$ cat src/rtl/alu_8bit_pkg.sv
// Shared definitions for the alu_8bit handshake front-end: opcodes, FSM states
// and the ALU operand/result widths.
package alu_8bit_pkg;

   localparam int DATA_W = 8;
   localparam int RES_W  = 16;

   localparam logic [1:0] OP_AND = 2'b00;
   localparam logic [1:0] OP_OR  = 2'b01;
   localparam logic [1:0] OP_ADD = 2'b10;
   localparam logic [1:0] OP_MUL = 2'b11;

   typedef enum logic [1:0] {
      ST_IDLE   = 2'b00,
      ST_SETTLE = 2'b01,
      ST_RESP   = 2'b10
   } state_e;

endpackage

$ cat src/rtl/alu_op_counter.sv
// Saturating transaction counter; a clear in the same cycle as an increment wins.
module alu_op_counter #(
   parameter int CNT_W = 16
) (
   input  logic             clk,
   input  logic             rst_n,
   input  logic             inc,
   input  logic             clr,
   output logic [CNT_W-1:0] cnt
);

   logic [CNT_W-1:0] cnt_q;

   always_ff @(posedge clk or negedge rst_n) begin
      if (!rst_n) begin
         cnt_q <= '0;
      end else if (clr) begin
         cnt_q <= '0;
      end else if (inc && (cnt_q != '1)) begin
         cnt_q <= cnt_q + 1'b1;
      end
   end

   assign cnt = cnt_q;

endmodule

$ cat src/rtl/alu_op_requester.sv
// Valid/ready front-end for the combinational alu_8bit: holds operands for a
// programmable settle window, captures the result and counts ops per opcode.
module alu_op_requester
   import alu_8bit_pkg::*;
#(
   parameter int SETTLE_CYCLES = 1,
   parameter int CNT_W         = 16
) (
   input  logic              clk,
   input  logic              rst_n,
   input  logic              cmd_valid,
   output logic              cmd_ready,
   input  logic [DATA_W-1:0] cmd_a,
   input  logic [DATA_W-1:0] cmd_b,
   input  logic [1:0]        cmd_op,
   output logic [DATA_W-1:0] alu_a,
   output logic [DATA_W-1:0] alu_b,
   output logic [1:0]        alu_op_code,
   input  logic [RES_W-1:0]  alu_out,
   input  logic              alu_c_out,
   output logic              rsp_valid,
   input  logic              rsp_ready,
   output logic [RES_W-1:0]  rsp_out,
   output logic              rsp_c_out,
   output logic [1:0]        rsp_op,
   output logic              busy,
   input  logic [1:0]        cnt_sel,
   input  logic              cnt_clr,
   output logic [CNT_W-1:0]  cnt_val
);

   localparam logic [3:0] SETTLE_INIT = 4'(SETTLE_CYCLES - 1);

   state_e            state_q, state_d;
   logic [3:0]        settle_q;
   logic [DATA_W-1:0] alu_a_q, alu_b_q;
   logic [1:0]        alu_op_q;
   logic [RES_W-1:0]  rsp_out_q;
   logic              rsp_c_out_q;
   logic [1:0]        rsp_op_q;
   logic              rsp_valid_q;
   logic              accept, capture;
   logic [CNT_W-1:0]  cnt_arr [4];

   assign accept  = cmd_valid && (state_q == ST_IDLE);
   assign capture = (state_q == ST_SETTLE) && (settle_q == 4'd0);

   always_ff @(posedge clk or negedge rst_n) begin
      if (!rst_n) begin
         state_q <= ST_IDLE;
      end else begin
         state_q <= state_d;
      end
   end

   always_comb begin
      state_d = state_q;
      case (state_q)
         ST_IDLE:   if (cmd_valid) state_d = ST_SETTLE;
         ST_SETTLE: if (settle_q == 4'd0) state_d = ST_RESP;
         ST_RESP:   if (rsp_ready) state_d = ST_IDLE;
         default:   state_d = ST_IDLE;
      endcase
   end

   always_comb begin
      cmd_ready = 1'b0;
      busy      = 1'b1;
      if (state_q == ST_IDLE) begin
         cmd_ready = 1'b1;
         busy      = 1'b0;
      end
   end

   always_ff @(posedge clk or negedge rst_n) begin
      if (!rst_n) begin
         settle_q    <= 4'd0;
         alu_a_q     <= '0;
         alu_b_q     <= '0;
         alu_op_q    <= 2'b00;
         rsp_out_q   <= '0;
         rsp_c_out_q <= 1'b0;
         rsp_op_q    <= 2'b00;
         rsp_valid_q <= 1'b0;
      end else begin
         if (accept) begin
            alu_a_q  <= cmd_a;
            alu_b_q  <= cmd_b;
            alu_op_q <= cmd_op;
            settle_q <= SETTLE_INIT;
         end else if ((state_q == ST_SETTLE) && (settle_q != 4'd0)) begin
            settle_q <= settle_q - 4'd1;
         end
         // The opcode is taken from the held ALU port, not from cmd_op.
         if (capture) begin
            rsp_out_q   <= alu_out;
            rsp_c_out_q <= alu_c_out;
            rsp_op_q    <= alu_op_q;
            rsp_valid_q <= 1'b1;
         end else if ((state_q == ST_RESP) && rsp_ready) begin
            rsp_valid_q <= 1'b0;
         end
      end
   end

   generate
      for (genvar gi = 0; gi < 4; gi++) begin : g_cnt
         alu_op_counter #(.CNT_W(CNT_W)) u_cnt (
            .clk  (clk),
            .rst_n(rst_n),
            .inc  (capture && (alu_op_q == 2'(gi))),
            .clr  (cnt_clr),
            .cnt  (cnt_arr[gi])
         );
      end
   endgenerate

   assign cnt_val     = cnt_arr[cnt_sel];
   assign alu_a       = alu_a_q;
   assign alu_b       = alu_b_q;
   assign alu_op_code = alu_op_q;
   assign rsp_out     = rsp_out_q;
   assign rsp_c_out   = rsp_c_out_q;
   assign rsp_op      = rsp_op_q;
   assign rsp_valid   = rsp_valid_q;

endmodule

$ cat config.mk
export PLATFORM = sky130hd
export DESIGN_NAME = alu_op_requester
export DESIGN_NICKNAME = d
export VERILOG_FILES = /design/src/rtl/alu_8bit_pkg.sv /design/src/rtl/alu_op_counter.sv /design/src/rtl/alu_op_requester.sv
export SDC_FILE = /design/constraint.sdc
export NUM_CORES = 1
export LEC_CHECK = 0
export CELL_PAD_IN_SITES_DETAIL_PLACEMENT = 0
export CELL_PAD_IN_SITES_GLOBAL_PLACEMENT = 1
export CORE_MARGIN = 2
export CORE_UTILIZATION = 45
export CTS_CLUSTER_SIZE = 30
export DETAILED_ROUTE_END_ITERATION = 10
export DONT_BUFFER_PORTS = 1
export PLACE_DENSITY = 0.72
export SKIP_LAST_GASP = 1
export SLEW_MARGIN = 20
export SYNTH_ARGS = -nofsm -noshare
export SYNTH_HDL_FRONTEND = slang
export SYNTH_SLANG_ARGS = --single-unit
$ cat constraint.sdc
create_clock -name clk -period 2.7 [get_ports clk]
set_clock_uncertainty 0.05 [all_clocks]
set_input_delay 0.54 -clock clk [delete_from_list [all_inputs] [get_ports clk]]
set_output_delay 0.54 -clock clk [all_outputs]
set_load 0.1 [all_outputs]
==> impl_metrics.csv <==
group,metric,value,unit
logic_synthesis,synth_seq_area_share,47.8,%
final_layout,drive_above_1_share,19.0,%
clocking,clk_pin_slew,0.08,ns
place,place.gp.congestion,0.828,
setup_path,arrival,2.54,ns
final_layout,fin_nets,553,
timing,finalCriticalPeriod,2.30,ns
routing,totalWireLength,12800,um
logic_synthesis,synth-main-ff-cell,"dfrtp_1",
job,maxCapViolations,0,
timing,postLayoutSetupSlackWorst,0.403,ns
final_layout,diodes,0,
routing,wl_per_cell,18.9,um
clocking,cts.sinks,108,
die,die_width,116,um
logic_synthesis,netlist_area,0.00565,mm2
setup_path,reg2reg_depth,7,
logic_synthesis,netlist_instances,508,
setup_path,worstReg2RegStart,"settle_q[0]",
timing,worstMarginPinSlew,0.919,ns
timing,max_freq,435,MHz
setup_path,end_kind,"register",
logic_synthesis,synthDistinctLibCells,51,
clocking,postCtsResizedCells,0,
logic_synthesis,synth.area.top_cells,"dfrtp_1 (48%), mux2_2 (7.6%), mux4_2 (6.4%)",
setup_path,r2r-end,"g_cnt[1].u_cnt.cnt[15]",
power_and_ir_drop,peakVddDrop,0.957,mV
setup_path,required,2.95,ns
power_and_ir_drop,p_per_area,1120,mW/mm2
place,hpwl,9000,um
logic_synthesis,synth-edff-count,0,
logic_synthesis,synth_area_per_cell,11.1,um2
global_route,grt_antenna_before_repair,0,
setup_path,start_kind,"register",
power_and_ir_drop,p_leak,2.43,nW
logic_synthesis,synth_nets,556,
die,rows,40,
timing,finalCritPeriodShare,85.1,%
min_path,min_path_type,"primary input to asynchronous set/reset pin",
routing,firstDrtPassIters,5,
global_route,grtUsageTotal,20.6,%
clocking,cts_buffer_depth,2,
global_route,first_global_vias,3895,
final_layout,area.growth.synth_to_final,8.46,%
timing,whs,-0.179,ns
timing,hold_viol,108,
die,initial_core_util,46.6,%
setup_path,cp_max_fo,11,
die,core_area,0.0121,mm2
clocking,cts_made_buffers,9,
place,place_inst,662,
routing,routed_via_density,5.69,
clocking,cts_tree,"built",
logic_synthesis,yosys_warnings,0,
logic_synthesis,ys_ff_latch,108,
routing,drc,0,
clocking,cts_max_level,3,
die,design.die.area,0.0135,mm2
setup_path,cp-startpoint,"settle_q[0]",
logic_synthesis,synth_top_area_share,47.8,%
routing,vias,3856,
die,die_y,116,um
timing,finalSetupTns,0,ns
clocking,clk_latency,0.36,ns
logic_synthesis,synth_area_leader_cell,"dfrtp_1",
place,dp_slack,0.427,ns
global_route,grt_pass1_wl,21000,um
setup_path,rrSetupSlack,0.40,ns
setup_path,path_class,"register to register",
routing,drt_iter0_drc,233,
global_route,grt_max_degree,109,
routing,ant_nets,0,
place,portBuffers,0,
logic_synthesis,ys_async_sr_fraction,100,%
logic_synthesis,synth_commonest_cells,"dfrtp_1 (108), nor2_1 (66), mux2_2 (38)",
status,status,"complete, but fails checks",
timing,drv_slew,0,
clocking,postCtsSetupBuffers,0,
timing,final-setup-viol-count,0,
global_route,grt.overflow.total,0,
clocking,cts_root_buf,"clkbuf_16",
timing,rsz0062_at_grt,"false",
final_layout,fin_cells,678,
timing,slew_headroom,38.7,%
die,boundaryPins,98,
status,violations,"negative hold slack",
logic_synthesis,synth_most_common_cell,"dfrtp_1",
==> metal layers <==
metal  up-vias  track usage [%]  share of wire, %
met5         -                0                 0
met4         0             5.32               1.2
met3        13             7.64               7.6
met2       120             33.7                48
met1      1903             26.1                43
li1       1820                -                 -
==> sequential cells by signal, summed over array words and instances, names as in the netlist <==
signal and cells:
state_q 2, rsp_op 2, alu_a 8, rsp_out 16
rsp_c_out 1, alu_b 8, settle_q 4, g_cnt.u_cnt.cnt 64
rsp_valid 1, alu_op_code 2
==> placed cells by master (no fill, tap or decap), drive strengths merged, types with 7 or more instances in the layout <==
master,synthesis,layout
dfrtp,108,108
and3,9,9
and4,7,7
mux4,16,16
nor4,11,11
inv,5,10
nor3,12,12
clkbuf,12,10
nand2,34,34
or3,8,8
nand4,15,15
nor2,66,66
a21oi,15,15
xor2,14,14
o21ai,11,11
xnor2,37,37
buf,12,10
mux2,39,39
nand3,23,23
==> worst max-delay path, stage by stage, from the launching register on <==
cell and delay, ns:
dfrtp_1 0.38, inv_1 0.12, ha_1 0.17, nor3b_4 0.18
and4b_1 0.47, o2111ai_1 0.26, or4_1 0.44, a21oi_1 0.15
==> cell type report <==
cell class	instances	area (um2)
fillers	1135	5980
repair buffers	10	75.1
multi-input cells	371	2820
well taps	168	210
clock inverters	6	61.3
flip-flops and latches	108	2700
inverters	5	18.8
clock buffers	10	239
==> power by group <==
group	leakage, nW	internal (mW)	switching (mW)	total (mW)
clock	0.147	0.681	0.663	1.34
sequential	1.41	1.91	2.32	4.23
combinational	0.872	0.561	0.708	1.27
total	2.43	3.16	3.69	6.85
==> stage by stage <==
| step | hold slack [ns] | utilization (%) | area (um2) | total power, mW |
|---|---|---|---|---|
| final | -0.179 | 50.6 | 6130 | 6.85 |
| after global routing | -0.206 | 50.6 | 6130 | 7.12 |
| after CTS | -0.200 | 50.6 | 6130 | 6.92 |
| after detailed placement | 0.199 | 48.1 | 5830 | 5.55 |
| after global placement | 0.198 | 48.1 | 5830 | 5.51 |
| after floorplan | 0.194 | - | 5650 | 5.30 |
==> worst max-delay path by stage <==
stage / to / slack [ns] / depth (start not counted)
2_1_floorplan: busy / 0.12 / 2
3_3_place_gp: g_cnt[0].u_cnt.cnt[11] / 0.49 / 6
3_5_place_dp: g_cnt[1].u_cnt.cnt[15] / 0.43 / 7
4_1_cts: g_cnt[1].u_cnt.cnt[15] / 0.40 / 7
5_1_grt: g_cnt[1].u_cnt.cnt[15] / 0.22 / 7
6_report: g_cnt[1].u_cnt.cnt[15] / 0.40 / 7
==> kinds of logic (layout without fill, tap and decap cells) <==
| kind of cell | count (synthesis) | count (layout) | share of synthesized area (%) |
|---|---|---|---|
| and+or+nand+nor | 213 | 213 | 20.9 |
| DFF | 108 | 108 | 47.8 |
| muxes | 58 | 58 | 14.7 |
| xor gates and xnor gates | 51 | 51 | 7.91 |
| AOI/OAI and AO/OA | 43 | 43 | 5.07 |
| buffers and inverters | 29 | 31 | 2.28 |
| adders and majority gates | 6 | 6 | 1.33 |
(Power assumes the default switching activity.)
